## config.mk

```make
export PLATFORM = sky130hd
export DESIGN_NAME = issue_unit
export DESIGN_NICKNAME = d
export VERILOG_FILES = /design/src/rtl/issue_unit_pkg.sv /design/src/rtl/issue_unit_rr_picker.sv /design/src/rtl/issue_unit.sv
export SDC_FILE = /design/constraint.sdc
export NUM_CORES = 1
export LEC_CHECK = 0
export ABC_AREA = 1
export CAP_MARGIN = 20
export CORE_ASPECT_RATIO = 1.75
export CORE_UTILIZATION = 45
export CTS_BUF_LIST = sky130_fd_sc_hd__clkbuf_2
export DETAILED_ROUTE_END_ITERATION = 10
export GPL_TIMING_DRIVEN = 0
export PLACE_DENSITY = 0.71
export SETUP_SLACK_MARGIN = 0.3
export SYNTH_ARGS = -nofsm -noshare
export SYNTH_HDL_FRONTEND = slang
export SYNTH_HIERARCHICAL = 1
export SYNTH_SLANG_ARGS = --single-unit
export TNS_END_PERCENT = 1
```

## constraint.sdc

```tcl
create_clock -name clk -period 4 [get_ports clk]
set_input_delay 0.6 -clock clk [delete_from_list [all_inputs] [get_ports clk]]
set_output_delay 0.6 -clock clk [all_outputs]
set_load 0.01 [all_outputs]
```

## src/rtl/issue_unit_pkg.sv

```systemverilog
// Shared GPU parameter package.
// Holds the default warp count, warp-ID width and greedy burst limit used by
// the issue stage, plus a helper that sizes the greedy burst counter.
package issue_unit_pkg;

   localparam int unsigned GPU_NUM_WARPS    = 8;
   localparam int unsigned GPU_LOGNUM_WARPS = $clog2(GPU_NUM_WARPS);
   localparam int unsigned GPU_MAX_GREEDY   = 4;

   // Bits needed to hold a count 0..max_greedy inclusive.
   function automatic int unsigned greedy_cnt_width(input int unsigned max_greedy);
      return $clog2(max_greedy + 1);
   endfunction

endpackage

```

## src/rtl/issue_unit_rr_picker.sv

```systemverilog
// rr_picker: rotating priority picker.
// Scans req starting at index start, then start+1, ... wrapping modulo N,
// and returns the first set bit.
//   req   : request vector
//   start : highest-priority index for this scan
//   grant : one-hot grant, zero when no request
//   idx   : index of the granted bit, zero when no request
//   any   : at least one request present
// N must be a power of two so the LOGN-bit index wraps naturally.
module rr_picker #(
   parameter int N    = 8,
   parameter int LOGN = $clog2(N)
) (
   input  logic [N-1:0]    req,
   input  logic [LOGN-1:0] start,
   output logic [N-1:0]    grant,
   output logic [LOGN-1:0] idx,
   output logic            any
);

   logic [LOGN-1:0] pos;

   always_comb begin
      grant = '0;
      idx   = '0;
      any   = 1'b0;
      pos   = '0;
      for (int i = 0; i < N; i++) begin
         pos = start + LOGN'(i);
         if (!any && req[pos]) begin
            any        = 1'b1;
            idx        = pos;
            grant[pos] = 1'b1;
         end
      end
   end

endmodule

```

## src/rtl/issue_unit.sv

```systemverilog
// issue_unit: warp issue and exit arbiter.
// Issue uses greedy-then-round-robin: the last issued warp keeps the grant for
// up to MAX_GREEDY consecutive issues while it keeps requesting, after which
// (or when it drops) the scan moves on starting from the warp after it.
// Exit uses a plain round-robin pointer, independent of issue and of the
// operand collector back-pressure. Grants are combinational; state updates on
// the rising clock edge.
//   clk            : clock, rising edge
//   rst            : synchronous active-high reset
//   Req_IB_IU      : per-warp issue request
//   Full_OC_IB     : operand collector full, blocks issue
//   Exit_Req_IB_IU : per-warp exit request
//   Grt_IU_IB      : one-hot-or-zero issue grant
//   Exit_Grt_IU_IB : one-hot-or-zero exit grant
//   Issue_WarpID_IU: index of the issued warp, 0 when no issue grant
module issue_unit
   import issue_unit_pkg::*;
#(
   parameter int NUM_WARPS    = GPU_NUM_WARPS,
   parameter int LOGNUM_WARPS = $clog2(NUM_WARPS),
   parameter int MAX_GREEDY   = GPU_MAX_GREEDY
) (
   input  logic                    clk,
   input  logic                    rst,
   input  logic [NUM_WARPS-1:0]    Req_IB_IU,
   input  logic                    Full_OC_IB,
   input  logic [NUM_WARPS-1:0]    Exit_Req_IB_IU,
   output logic [NUM_WARPS-1:0]    Grt_IU_IB,
   output logic [NUM_WARPS-1:0]    Exit_Grt_IU_IB,
   output logic [LOGNUM_WARPS-1:0] Issue_WarpID_IU
);

   localparam int CNT_W = greedy_cnt_width(MAX_GREEDY);
   localparam logic [CNT_W-1:0] MAX_CNT = CNT_W'(MAX_GREEDY);

   logic [LOGNUM_WARPS-1:0] last_warp;
   logic                    last_valid;
   logic [CNT_W-1:0]        greedy_cnt;
   logic [LOGNUM_WARPS-1:0] exit_ptr;

   logic [LOGNUM_WARPS-1:0] issue_start;
   logic [NUM_WARPS-1:0]    scan_grant;
   logic [LOGNUM_WARPS-1:0] scan_idx;
   logic                    scan_any;

   logic [NUM_WARPS-1:0]    exit_grant;
   logic [LOGNUM_WARPS-1:0] exit_idx;
   logic                    exit_any;

   logic                    greedy_hit;
   logic                    issue_ok;
   logic [NUM_WARPS-1:0]    issue_grant;
   logic [LOGNUM_WARPS-1:0] issue_idx;

   // The scan begins just past the last issued warp, so last_warp itself is
   // considered last; after reset last_warp is NUM_WARPS-1, giving warp 0.
   assign issue_start = last_warp + LOGNUM_WARPS'(1);

   rr_picker #(
      .N    (NUM_WARPS),
      .LOGN (LOGNUM_WARPS)
   ) u_issue_pick (
      .req   (Req_IB_IU),
      .start (issue_start),
      .grant (scan_grant),
      .idx   (scan_idx),
      .any   (scan_any)
   );

   rr_picker #(
      .N    (NUM_WARPS),
      .LOGN (LOGNUM_WARPS)
   ) u_exit_pick (
      .req   (Exit_Req_IB_IU),
      .start (exit_ptr),
      .grant (exit_grant),
      .idx   (exit_idx),
      .any   (exit_any)
   );

   assign greedy_hit = last_valid && Req_IB_IU[last_warp] && (greedy_cnt < MAX_CNT);
   assign issue_ok   = !Full_OC_IB && scan_any;

   always_comb begin
      issue_grant = '0;
      issue_idx   = '0;
      if (issue_ok) begin
         if (greedy_hit) begin
            issue_grant[last_warp] = 1'b1;
            issue_idx              = last_warp;
         end else begin
            issue_grant = scan_grant;
            issue_idx   = scan_idx;
         end
      end
   end

   assign Grt_IU_IB       = rst ? '0 : issue_grant;
   assign Exit_Grt_IU_IB  = rst ? '0 : exit_grant;
   assign Issue_WarpID_IU = rst ? '0 : issue_idx;

   // A grant that came from the scan (not the greedy path) always restarts
   // the burst at 1, including a re-grant of an exhausted sole requester.
   always_ff @(posedge clk) begin
      if (rst) begin
         last_valid <= 1'b0;
         last_warp  <= LOGNUM_WARPS'(NUM_WARPS - 1);
         greedy_cnt <= '0;
         exit_ptr   <= '0;
      end else begin
         if (issue_ok) begin
            last_warp  <= issue_idx;
            last_valid <= 1'b1;
            greedy_cnt <= greedy_hit ? (greedy_cnt + CNT_W'(1)) : CNT_W'(1);
         end
         if (exit_any) begin
            exit_ptr <= exit_idx + LOGNUM_WARPS'(1);
         end
      end
   end

endmodule

```

# Yosys cells after proc, flatten, opt, wreduce, memory -nomap -nowiden
# Index checks and enable logic that the tools add are counted.
[word_totals]
regBits = 10
input_bits = 19
output_inout_bits = 19
elab_cells = 243
[op_classes]
n_addsub = 17
magnitude_cmp = 35
n_mux = 124
bitwise_logic = 14
reduce_logical = 49
[ops]
columns = ["operator", "count"]
rows = [
  ["$mux W8", 20],
  ["$or A8 B8 Y8", 14],
  ["$lt A3 B4 Y1 const B", 17],
  ["$mux W3", 20],
  ["$bmux W1 S3", 17],
  ["$demux W1 S3", 17],
  ["$ge A3 B1 Y1 const B", 17],
  ["$mux W1", 50],
  ["$logic_and A1 B1 Y1", 34],
  ["$add A3 B3 Y3 const B", 8],
  ["$add A3 B1 Y3 const B", 5],
  ["$logic_not A1 Y1", 15],
  ["$add A3 B2 Y3 const B", 4],
  ["$lt A3 B3 Y1 const B", 1],
]

# Longest topological paths before layout
# Gate-level depths: netlist (run 1).
[logic_depth]
ltp_word = 28
depth_mapped = 22

# Modules after synthesis
# The synthesis (run 1) kept the hierarchy.
[by_module_without_submodules]
columns = ["module", "instances", "cells_per_inst", "area_per_inst_um2"]
rows = [
  ["rr_picker (u_exit_pick)", 1, 305, 1559.0],
  ["rr_picker (u_issue_pick)", 1, 303, 1545.2],
  ["issue_unit", 1, 155, 1017.2],
]

# Worst setup path after synthesis (run 1)
# No wires, ideal clock.
[synth_timing]
kind = "register to output"
from = "register last_warp[0]"
to = "output port Issue_WarpID_IU[0]"
arrival_ns = 3.059
required_ns = 3.400
path_slack_ns = 0.341
path_stages_with_launch = 21
cell_sequence = "dfxtp_1 > inv_2 > buf_6 > inv_4 > buf_6 > buf_2 > ha_1 > buf_4 > nand3_1 > nand2_1 > nor2_1 > nor2_4 > nand4_2 > nor2_4 > buf_6 > nand3b_1 > inv_1 > nor2_1 > buf_2 > nand2_1 > a21oi_1"
[synth_via]
elab_chain_cells = 28
elab_cells_between_ends = 62
classes_between = "8 x add/sub; 37 x mux; 17 x reduce/logical"
[synth_lines]
columns = ["item", "line", "rtl"]
rows = [
  ["from (decl)", "issue_unit.sv:36", "logic [LOGNUM_WARPS-1:0] last_warp;"],
  ["from (signal assigned)", "issue_unit.sv:107", "last_warp <= LOGNUM_WARPS'(NUM_WARPS - 1);"],
  ["from (signal assigned)", "issue_unit.sv:112", "last_warp <= issue_idx;"],
  ["$add A3 B1 Y3 *", "issue_unit.sv:57", "assign issue_start = last_warp + LOGNUM_WARPS'(1);"],
  ["net issue_start[0]", "issue_unit.sv:41", "logic [LOGNUM_WARPS-1:0] issue_start;"],
  ["parallel branches: the longest is 23 deep, another holds $add A3 B1 Y3", "-", ""],
  ["$mux W1 *", "issue_unit_rr_picker.sv:30", "if (!any && req[pos]) begin"],
  ["net scan_any", "issue_unit.sv:44", "logic scan_any;"],
  ["$logic_and A1 B1 Y1 *", "issue_unit.sv:82", "assign issue_ok = !Full_OC_IB && scan_any;"],
  ["$mux W3 *", "issue_unit.sv:87", "if (issue_ok) begin"],
  ["$mux W3 *", "issue_unit.sv:100", "assign Issue_WarpID_IU = rst ? '0 : issue_idx;"],
  ["to (decl)", "issue_unit.sv:30", "output logic [LOGNUM_WARPS-1:0] Issue_WarpID_IU"],
]
# Mark *: on every way through the listed nets, which the timed path passes. The select of a mux whose other input is x is not followed.

# Worst setup path after layout (run 1)
[layout_timing]
from = "register last_warp[0]"
to = "output port Grt_IU_IB[2]"
[layout_via]
elab_chain_cells = 28
elab_cells_between_ends = 114
classes_between = "8 x add/sub; 18 x order compare; 55 x mux; 7 x bitwise; 26 x reduce/logical"
[layout_lines]
columns = ["item", "line", "rtl"]
rows = [
  ["$add A3 B1 Y3 *", "issue_unit.sv:57", ""],
  ["net issue_start[1]", "issue_unit.sv:41", ""],
  ["parallel branches: the longest is 23 deep, another holds $lt A3 B4 Y1", "-", ""],
  ["$mux W8 *", "issue_unit_rr_picker.sv:30", ""],
  ["net scan_grant[2]", "issue_unit.sv:42", "logic [NUM_WARPS-1:0] scan_grant;"],
  ["$mux W8 *", "issue_unit.sv:88", "if (greedy_hit) begin"],
  ["$mux W8 *", "issue_unit.sv:87", ""],
  ["$mux W8 *", "issue_unit.sv:98", "assign Grt_IU_IB = rst ? '0 : issue_grant;"],
  ["to (decl)", "issue_unit.sv:28", "output logic [NUM_WARPS-1:0] Grt_IU_IB,"],
]
# Marked as above.

==> impl_metrics.toml, run 1 <==
[layout]
fin_nets = 868
stdcell_count = 950
antenna_cells = 0
area_delta_synth_final_pct = 26.29
layout-drive-gt1-share_pct = 27.61

[global_route]
grt_max_degree = 11
grt_usage_pct = 33.58
grt_pass1_vias = 5242
grt.overflow.total = 0
antenna_found_initial = 0
grt_pass1_wl_mm = 24.99

[floorplan]
std_cell_rows = 45
ios = 38
fp.dieW_um = 74.35
start_util_pct = 46.92
core_um2 = 8783
dieArea_um2 = 9561
dieHeight_um = 128.6

[critical_path]
crit_start = "last_warp[0]$_SDFFE_PP1P_"
reg2reg_slack_ps = 930
worstReg2RegEnd = "exit_ptr[2]$_SDFFE_PP0P_"
crit_type = "flip-flop to output port"
cp-end-kind = "output port"
r2r_cells = 20
r2r-start = "exit_ptr[0]$_SDFFE_PP0P_"
required_ps = 3400
crit_path_cell_trace = "ha_4 -> buf_6 -> inv_8 -> ha_4 -> buf_8 -> nand3_4 -> nand2_4 -> buf_6 -> o21bai_4 -> buf_6 -> buf_4 -> buf_4 -> buf_4 -> buf_4 -> buf_4 -> nand4_1 -> nand3_1 -> nand2_2 -> a21oi_2 -> buf_2"
cp.arrival_ps = 3120
crit_buf_inv = 11
crit_top_cell = "buf_4"
path_max_fanout = 8
critPathSlowestCell = "dfxtp_4"
critPathTopFamily = "buffers and inverters"
cp_slowest_stage_delay_ps = 390
start_kind = "flip-flop"

[worst_hold_path]
whs_path_depth = 2
min_path_type = "flip-flop to flip-flop"
hold_start = "last_valid$_SDFFE_PP0P_"
hold_path_end = "last_valid$_SDFFE_PP0P_"

[placement]
gp_congestion = 0.9768
dpl.cell_count = 916
portBuffers = 36
hpwl_mm = 12.14

[yosys]
synth-main-ff-cell = "dfxtp_1"
avgSynthCellArea_um2 = 5.402
ys_seq_elements = 10
syn_area_um2 = 4121
synth_edf_count = 0
synth_mux_area_share_pct = 0
yosys.area.top_type = "nand3_1"
synth-compound-area-share_pct = 5.464
synth_top_area_share_pct = 20.52
synth_async_sr_flop_share_pct = 0
yosys_warnings = 6
synth_xor_area_share_pct = 1.093
synth_cell_type_count = 36
synthAdderAreaFrac_pct = 4.554
synth_top_family_by_area = "simple AND/OR/NAND/NOR gates"
syn_nets = 797
synth_area_leaders = "nand3_1 (21%), nand2_1 (14%), nor2_1 (8.8%)"
ys_seq_area_share_pct = 4.857
synth-simple-area-share_pct = 67.24
yosysMostFrequentCell = "nand3_1"
ys_top_cells_by_count = "nand3_1 (169), nand2_1 (153), nor2_1 (97), inv_1 (70), nor3_1 (52)"
synth_cells = 763

[outcome]
outcome = "completed"

[sta]
setup_viol = 0
fin_skew_ps = 9.332
worstMarginPinSlew_ps = 595.9
fin_crit_sh_pct = 93.03
slew_violations = 0
rsz0062_at_grt = "true"
max_freq_mhz = 268.7
slew_headroom_pct = 60.27
hold_viol_final = 0
final.setup.tns_ps = 0
finalCriticalPeriod_ps = 3721

[job]
max-cap-violations = 0

[route]
vias = 5571
first_pass_iters = 5
avgRoutedWirePerCell_um = 16.99
drt-vias-per-instance = 5.864
routed_wl_mm = 16.14
ant_nets = 0
drt_iter0_drc = 526
drc_errors = 0

[clock_network]
cts_tree = "built"
cts_root_buf = "clkbuf_2"
clk_latency_ps = 250
ctsHtreeMaxLevel = 1
clk_pin_slew_ps = 110
cts_buffers = 3
cts_sinks = 10
clockBufferDepth = 2
## logic make-up after synthesis
family | after synthesis
compound gates | 33
fa+ha+maj | 15
simple gates | 561
flops | 10
buf+inv | 141
xor+xnor | 3
## area by class of cell
cell class / count / area, um2
Multi-Input combinational cell: 612 / 3526
Fill cell: 853 / 3578
Clock buffer: 3 / 15.01
Clock inverter: 1 / 3.754
Buffer: 46 / 405.4
Tap cell: 117 / 146.4
Inverter: 95 / 382.9
Timing Repair Buffer: 66 / 515.5
Sequential cell: 10 / 210.2
## metrics by stage
stage	area, um2	setup slack [ps]	hold WS, ps	utilization, %
floorplan	4121	340.6	449.2	-
global placement	4628	-800.4	465.2	52.69
detailed placement	4628	-830.7	480.7	52.69
CTS	5037	270.4	496.3	57.35
global route	5205	170.6	545.2	59.26
finish	5205	278.8	493.1	59.26
## placed cells by master (no fill, tap or decap), drive strengths merged
master / n
nand3b: 2
clkbuf: 26
o21ai: 12
clkdlybuf4s15: 2
ha: 15
nor3: 52
nand2: 177
nand3: 193
clkinv: 6
or2: 2
nand4: 24
nor2: 111
dfxtp: 10
a21oi: 15
o21bai: 4
buf: 70
a31oi: 2
inv: 90
xor2: 2
clkdlybuf4s50: 17
xnor2: 1
## sequential cells by signal, indices dropped and copies added, names as in the netlist
register,count
exit_ptr,3
greedy_cnt,3
last_valid,1
last_warp,3
## tightest hold or removal path, delay by kind of cell, from the launching register on
| kind | cells | cell delay (ps) |
|---|---|---|
| buf+inv | 1 | 60 |
| flops | 1 | 310 |
| compound gates | 1 | 80 |
## worst max path at each step
stage,to,depth (start not counted)
after floorplan,Issue_WarpID_IU[0],20
after global placement,Issue_WarpID_IU[0],17
after detailed placement,Issue_WarpID_IU[0],18
after CTS,Issue_WarpID_IU[0],19
after global routing,Issue_WarpID_IU[1],22
final,Grt_IU_IB[2],20
## routing by layer
layer | routed length (um) | track usage, % | part of all wire, %
met1 | 5286 | 31.30 | 33
met2 | 8587 | 63.58 | 53
met3 | 809 | 4.072 | 5.0
met4 | 1453 | 25.19 | 9.0
met5 | 0 | 0 | 0
## repair_timing
action / CTS / global route
endpoints found under the setup margin: 20 / 19
setup buffers: 27 / 3
pin swaps: 10 / 17
hold buffers: 0 / 0
resized for setup: 86 / 80
Power of run 1 is left out: the tool's default activity adds up to more than one toggle a clock period on the data nets, which glitch-free logic cannot reach.
==> inputs of run 2 (changes only) <==
==> constraint.sdc (replaced) <==
create_clock -name clk -period 4 [get_ports clk]
set_input_delay 0.8 -clock clk [delete_from_list [all_inputs] [get_ports clk]]
set_output_delay 0.8 -clock clk [all_outputs]
set_load 0.01 [all_outputs]
==> run 2 against run 1 <==
  * Final cell count grew 1.5%
  * Critical path type unchanged
  * Critical path depth grew 2
  * Non-clock buffer count grew 13
  * Register-to-register slack is essentially flat
  * Sequential share of layout area shrank 0.22 points
  * Clock skew shrank 7.3 ps
  * Global-route usage grew 1.1 points
  * Fmax shrank 4.1%
==> impl_metrics.toml, run 2 (same netlist as run 1, synthesis figures left out) <==
[outcome]
outcome = "completed"

[clock_network]
ctsHtreeMaxLevel = 1
cts_sinks = 10
clk_pin_slew_ps = 90
cts_buffers = 3
cts_root_buf = "clkbuf_2"
cts_tree = "built"
clk_latency_ps = 260
clockBufferDepth = 2

[sta]
slew_headroom_pct = 58.14
holdWs_ps = 495.7
fin_skew_ps = 2.047
rsz0062_at_grt = "true"
fin_crit_sh_pct = 96.97
max_freq_mhz = 257.8
setup_viol = 0
slew_violations = 0
finalCriticalPeriod_ps = 3879
setup_slack_ps = 121.2
hold_viol_final = 0
worstMarginPinSlew_ps = 627.9

[layout]
stdcell_count = 964
mostFrequentLayoutCell = "nand3_1"
fin_nets = 882
final_cell_mix = "nand3_1 (148), nand2_1 (141), nor2_1 (89)"
antenna_cells = 0
layout-drive-gt1-share_pct = 31.76
area_delta_synth_final_pct = 32.60
top_regs = "exit_ptr: 3 flops, greedy_cnt: 3 flops, last_warp: 3 flops"

[route]
first_pass_iters = 5
avgRoutedWirePerCell_um = 17.67
vias = 5679
ant_nets = 0
drc_errors = 0
routed_wl_mm = 17.03
drt-vias-per-instance = 5.891
drt_iter0_drc = 445

[floorplan]
start_util_pct = 46.92
fp.dieW_um = 74.35
dieArea_um2 = 9561
ios = 38
std_cell_rows = 45
core_um2 = 8783
dieHeight_um = 128.6

[placement]
gp_congestion = 1.021
hpwl_mm = 12.06
post-place-ws_ps = -826.1
dpl.cell_count = 916
portBuffers = 36

[critical_path]
crit_type = "flip-flop to output port"
cp.arrival_ps = 3080
critPathSlowestCell = "dfxtp_4"
crit_top_cell = "buf_6"
crit_buf_inv = 9
required_ps = 3200
cp-end-kind = "output port"
critPathTopFamily = "simple AND/OR/NAND/NOR gates"
path_max_fanout = 7
start_kind = "flip-flop"
cp_slowest_stage_delay_ps = 390
crit_path_cell_trace = "inv_8 -> buf_6 -> inv_6 -> buf_8 -> buf_8 -> ha_4 -> inv_6 -> nand3_2 -> nand2_1 -> nand2_1 -> nand2_2 -> nand3_2 -> nor2_4 -> buf_6 -> buf_6 -> nand3_1 -> nand3_1 -> nor2_2 -> nand3_2 -> nand2_2 -> a21oi_4 -> buf_6"

[global_route]
grt_usage_pct = 34.63
grt_pass1_wl_mm = 25.41
grt.overflow.total = 0
grt_pass1_vias = 5374
grt_max_degree = 11
antenna_found_initial = 0

[worst_hold_path]
min_path_type = "flip-flop to flip-flop"

[job]
max-cap-violations = 0
==> run 2: changes by cell type in the layout (fill, tap and decap cells not counted), moves of 6 or more <==
cell	before	now
nand2_2	19	25
clkbuf_2	17	9
buf_4	28	41
nand2_1	148	141
buf_2	16	27
nand3_1	157	148
clkdlybuf4s50_1	17	11
==> run 2: routing by layer <==
metal  track usage (%)  up-vias  wire [um]
met5                 0        -          0
met4             26.97        0       1532
met3             3.759      119       1021
met2             66.95      298       9185
met1             30.90     2577       5290
li1                  -     2685          -
==> run 2: area by class of cell <==
type	count	area, um2
multi-input cells	613	3655
fillers	842	3318
plain buffers	46	409.1
clock inverters	1	3.754
inverters	95	404.1
flip-flops and latches	10	209.0
well taps	117	146.4
clock buffers	3	15.01
repair buffers	79	623.1
==> run 2: metrics by stage <==
| stage | utilization, % | cell area [um2] | TNS, ps |
|---|---|---|---|
| final | 62.22 | 5465 | 0 |
| after global routing | 62.22 | 5465 | 0 |
| after CTS | 58.22 | 5114 | 0 |
| after detailed placement | 52.76 | 4634 | -9863 |
| after global placement | 52.76 | 4634 | -9077 |
| after floorplan | - | 4128 | 0 |
==> run 2: repair_timing <==
| action | CTS | global route |
|---|---|---|
| hold endpoints to repair | 0 | 0 |
| setup buffers | 27 | 14 |
| pin swaps | 17 | 24 |
| cloned | 3 | 0 |
| hold buffers | 0 | 0 |
| gates resized for setup | 156 | 66 |
| endpoints found under the setup margin | 19 | 19 |
==> run 2: final timing paths <==
kind                             start                  endpoint  slack (ps)  cells after the start
max          last_warp[0]$_SDFFE_PP1P_              Grt_IU_IB[1]         120                     22
min            last_valid$_SDFFE_PP0P_   last_valid$_SDFFE_PP0P_         500                      2
max reg2reg   exit_ptr[0]$_SDFFE_PP0P_  exit_ptr[2]$_SDFFE_PP0P_         930                     20
min reg2reg    last_valid$_SDFFE_PP0P_   last_valid$_SDFFE_PP0P_         500                      2
==> run 2: worst reg2reg max path, cell delays in order, from the launching register on <==
cell	delay (ps)
dfxtp_2	360
buf_6	120
inv_4	50
buf_6	150
buf_6	160
ha_4	310
buf_4	120
nand3_1	100
nand3_2	110
nand2_2	80
buf_4	190
nand3_1	90
nand2_1	50
nor2_1	140
nand3_1	90
nor2_1	80
nand3_1	140
ha_1	250
xor2_1	150
o21ai_0	170
inv_1	50
Power of run 2 is left out for the same reason.
==> inputs of run 3 (changes only) <==
--- a/config.mk
+++ b/config.mk
@@ -8,11 +8,12 @@
 export ABC_AREA = 1
 export CAP_MARGIN = 20
 export CORE_ASPECT_RATIO = 1.75
-export CORE_UTILIZATION = 45
+export CORE_UTILIZATION = 55
 export CTS_BUF_LIST = sky130_fd_sc_hd__clkbuf_2
+export CTS_CLUSTER_SIZE = 30
 export DETAILED_ROUTE_END_ITERATION = 10
 export GPL_TIMING_DRIVEN = 0
-export PLACE_DENSITY = 0.71
+export PLACE_DENSITY = 0.83
 export SETUP_SLACK_MARGIN = 0.3
 export SYNTH_ARGS = -nofsm -noshare
 export SYNTH_HDL_FRONTEND = slang
==> run 3 against run 2 <==
  * The flow now finishes with violations (setup timing)
  * Worst hold slack got worse by 0.65 ps
  * First-iteration DRC count rose by 89%
  * Routed wire length grew 8.7%
  * Clock skew increased by 3.5 ps
  * Count of clock-buffer cells in the layout did not move
  * Critical endpoint is now Issue_WarpID_IU[1]
  * Register-to-register slack got worse by 260 ps
  * Largest cell class unchanged
  * Final cell count is 3.6% lower
  * Non-clock buffer count down 4
==> impl_metrics.toml, run 3 (same netlist as run 1, synthesis figures left out) <==
[outcome]
outcome = "finished with violations"
violations = "setup timing"

[critical_path]
cp_slowest_stage_delay_ps = 540
cp-end-kind = "output port"
critPathTopFamily = "simple AND/OR/NAND/NOR gates"
path_max_fanout = 10
crit_end = "Issue_WarpID_IU[1]"
crit_buf_inv = 5
worstReg2RegEnd = "greedy_cnt[1]$_SDFFE_PP0P_"
crit_type = "input pin to output port"
crit_start = "Req_IB_IU[4]"
crit_path_cell_trace = "clkdlybuf4s50_1 -> nand2_1 -> nand3_1 -> nand3_1 -> nand2_2 -> inv_2 -> buf_2 -> nand3_1 -> nand2_1 -> nor2_1 -> nand3_1 -> nor2_1 -> nand3_1 -> inv_1 -> nand2_4 -> nand3_2 -> nor2_2 -> buf_2"
crit_top_cell = "nand3_1"
start_kind = "input pin"
reg2reg_slack_ps = 670
crit_cells = 18
required_ps = 3200
r2r-start = "last_warp[0]$_SDFFE_PP1P_"
r2r_cells = 19
critPathSlowestCell = "clkdlybuf4s50_1"
cp.arrival_ps = 3330

[global_route]
grt_pass1_wl_mm = 26.34
grt.overflow.total = 0
antenna_found_initial = 0
grt_usage_pct = 44.78
grt_max_degree = 11
grt_pass1_vias = 5545

[sta]
finalCriticalPeriod_ps = 4126
max_freq_mhz = 242.4
slew_headroom_pct = 64.20
holdWs_ps = 495.0
slew_violations = 0
fin_skew_ps = 5.585
hold_viol_final = 0
worstMarginPinSlew_ps = 535.1
final.setup.tns_ps = -648.7
rsz0062_at_grt = "true"
setup_slack_ps = -126.1
setup_viol = 11
fin_crit_sh_pct = 103.2

[clock_network]
cts_root_buf = "clkbuf_2"
clockBufferDepth = 2
ctsHtreeMaxLevel = 1
cts_sinks = 10
clk_latency_ps = 270
cts_tree = "built"
clk_pin_slew_ps = 120
cts_buffers = 3

[route]
routed_wl_mm = 18.51
ant_nets = 0
drt_iter0_drc = 841
vias = 5983
first_pass_iters = 9
drt-vias-per-instance = 6.440
drc_errors = 0
avgRoutedWirePerCell_um = 19.92

[layout]
final_cell_mix = "nand3_1 (154), nand2_1 (142), nor2_1 (93)"
layout-drive-gt1-share_pct = 29.42
fin_nets = 878
fin_util_pct = 73.50
nFillCells = 598
mostFrequentLayoutCell = "nand3_1"
multi_input_area_um2 = 3588
antenna_cells = 0
area_delta_synth_final_pct = 28.99
top_regs = "exit_ptr: 3 flops, greedy_cnt: 3 flops, last_warp: 3 flops"
regArea_um2 = 210.2

[worst_hold_path]
whs_path_depth = 2
min_path_type = "flip-flop to flip-flop"

[placement]
gp_congestion = 0.9548
hpwl_mm = 11.92
portBuffers = 36
post-place-ws_ps = -918.9

[floorplan]
fp.dieW_um = 67.44
start_util_pct = 56.98
dieArea_um2 = 7857
ios = 38
core_um2 = 7233
std_cell_rows = 41
dieHeight_um = 116.5

[job]
max-cap-violations = 0
==> run 3: changes by cell type in the layout (fill, tap and decap cells not counted), moves of 4 or more <==
cell / before / now
buf_6: 23 / 16
nand3_1: 148 / 154
buf_2: 27 / 23
nand3_2: 39 / 34
a21oi_2: 7 / 11
clkdlybuf4s50_1: 11 / 15
clkbuf_2: 9 / 13
dlymetal6s2s_1: 5 / 1
a21oi_4: 4 / 0
nor2_1: 89 / 93
==> run 3: stage by stage <==
step | area, um2 | instances
2_1_floorplan | 4128 | 763
3_3_place_gp | 4596 | 885
3_5_place_dp | 4596 | 885
4_1_cts | 5092 | 921
5_1_grt | 5316 | 929
6_report | 5316 | 929
==> run 3: worst min path at each step <==
stage / startpoint / end / slack (ps)
4_1_cts: last_valid$_SDFFE_PP0P_ / last_valid$_SDFFE_PP0P_ / 490
3_5_place_dp: last_valid$_SDFFE_PP0P_ / last_valid$_SDFFE_PP0P_ / 470
5_1_grt: last_valid$_SDFFE_PP0P_ / last_valid$_SDFFE_PP0P_ / 560
3_3_place_gp: last_valid$_SDFFE_PP0P_ / last_valid$_SDFFE_PP0P_ / 470
2_1_floorplan: last_valid$_SDFFE_PP0P_ / last_valid$_SDFFE_PP0P_ / 450
6_report: last_valid$_SDFFE_PP0P_ / last_valid$_SDFFE_PP0P_ / 500
==> run 3: cell type report <==
cell class,instances,area share (%)
Timing Repair Buffer,75,10.90
Multi-Input combinational cell,613,67.50
Tap cell,86,2.024
Clock buffer,3,0.2824
Inverter,95,7.414
Buffer,46,7.861
Clock inverter,1,0.07060
Sequential cell,10,3.954
==> run 3: worst register-to-register path: stages, from the launching register on <==
cell,delay (ps)
dfxtp_4,390
ha_4,290
buf_6,130
inv_8,40
ha_4,330
nand3_1,170
nand2_1,230
nand2_1,110
nand2_1,130
inv_1,100
nor2_4,230
buf_6,160
nand3b_1,80
inv_1,80
nor2_2,40
buf_6,160
buf_4,150
buf_4,150
o21ai_0,210
a21oi_2,50
==> run 3: routing by layer <==
metal  global-route usage, %  vias to the layer above  wire (um)
met4                   39.86                        0       2129
met2                   78.93                      494       8933
met1                   36.55                     2594       5402
li1                        -                     2671          -
met5                       0                        -          0
met3                   18.07                      224       2040
==> run 3: what timing repair did <==
item                                    CTS  global route
hold buffers                              0             0
hold endpoints to repair                  0             0
gates resized for setup                 130            54
pin swaps                                19            16
setup buffers                            31             8
endpoints found under the setup margin   19            19
gates cloned                              1             0
Power of run 3 is left out for the same reason.
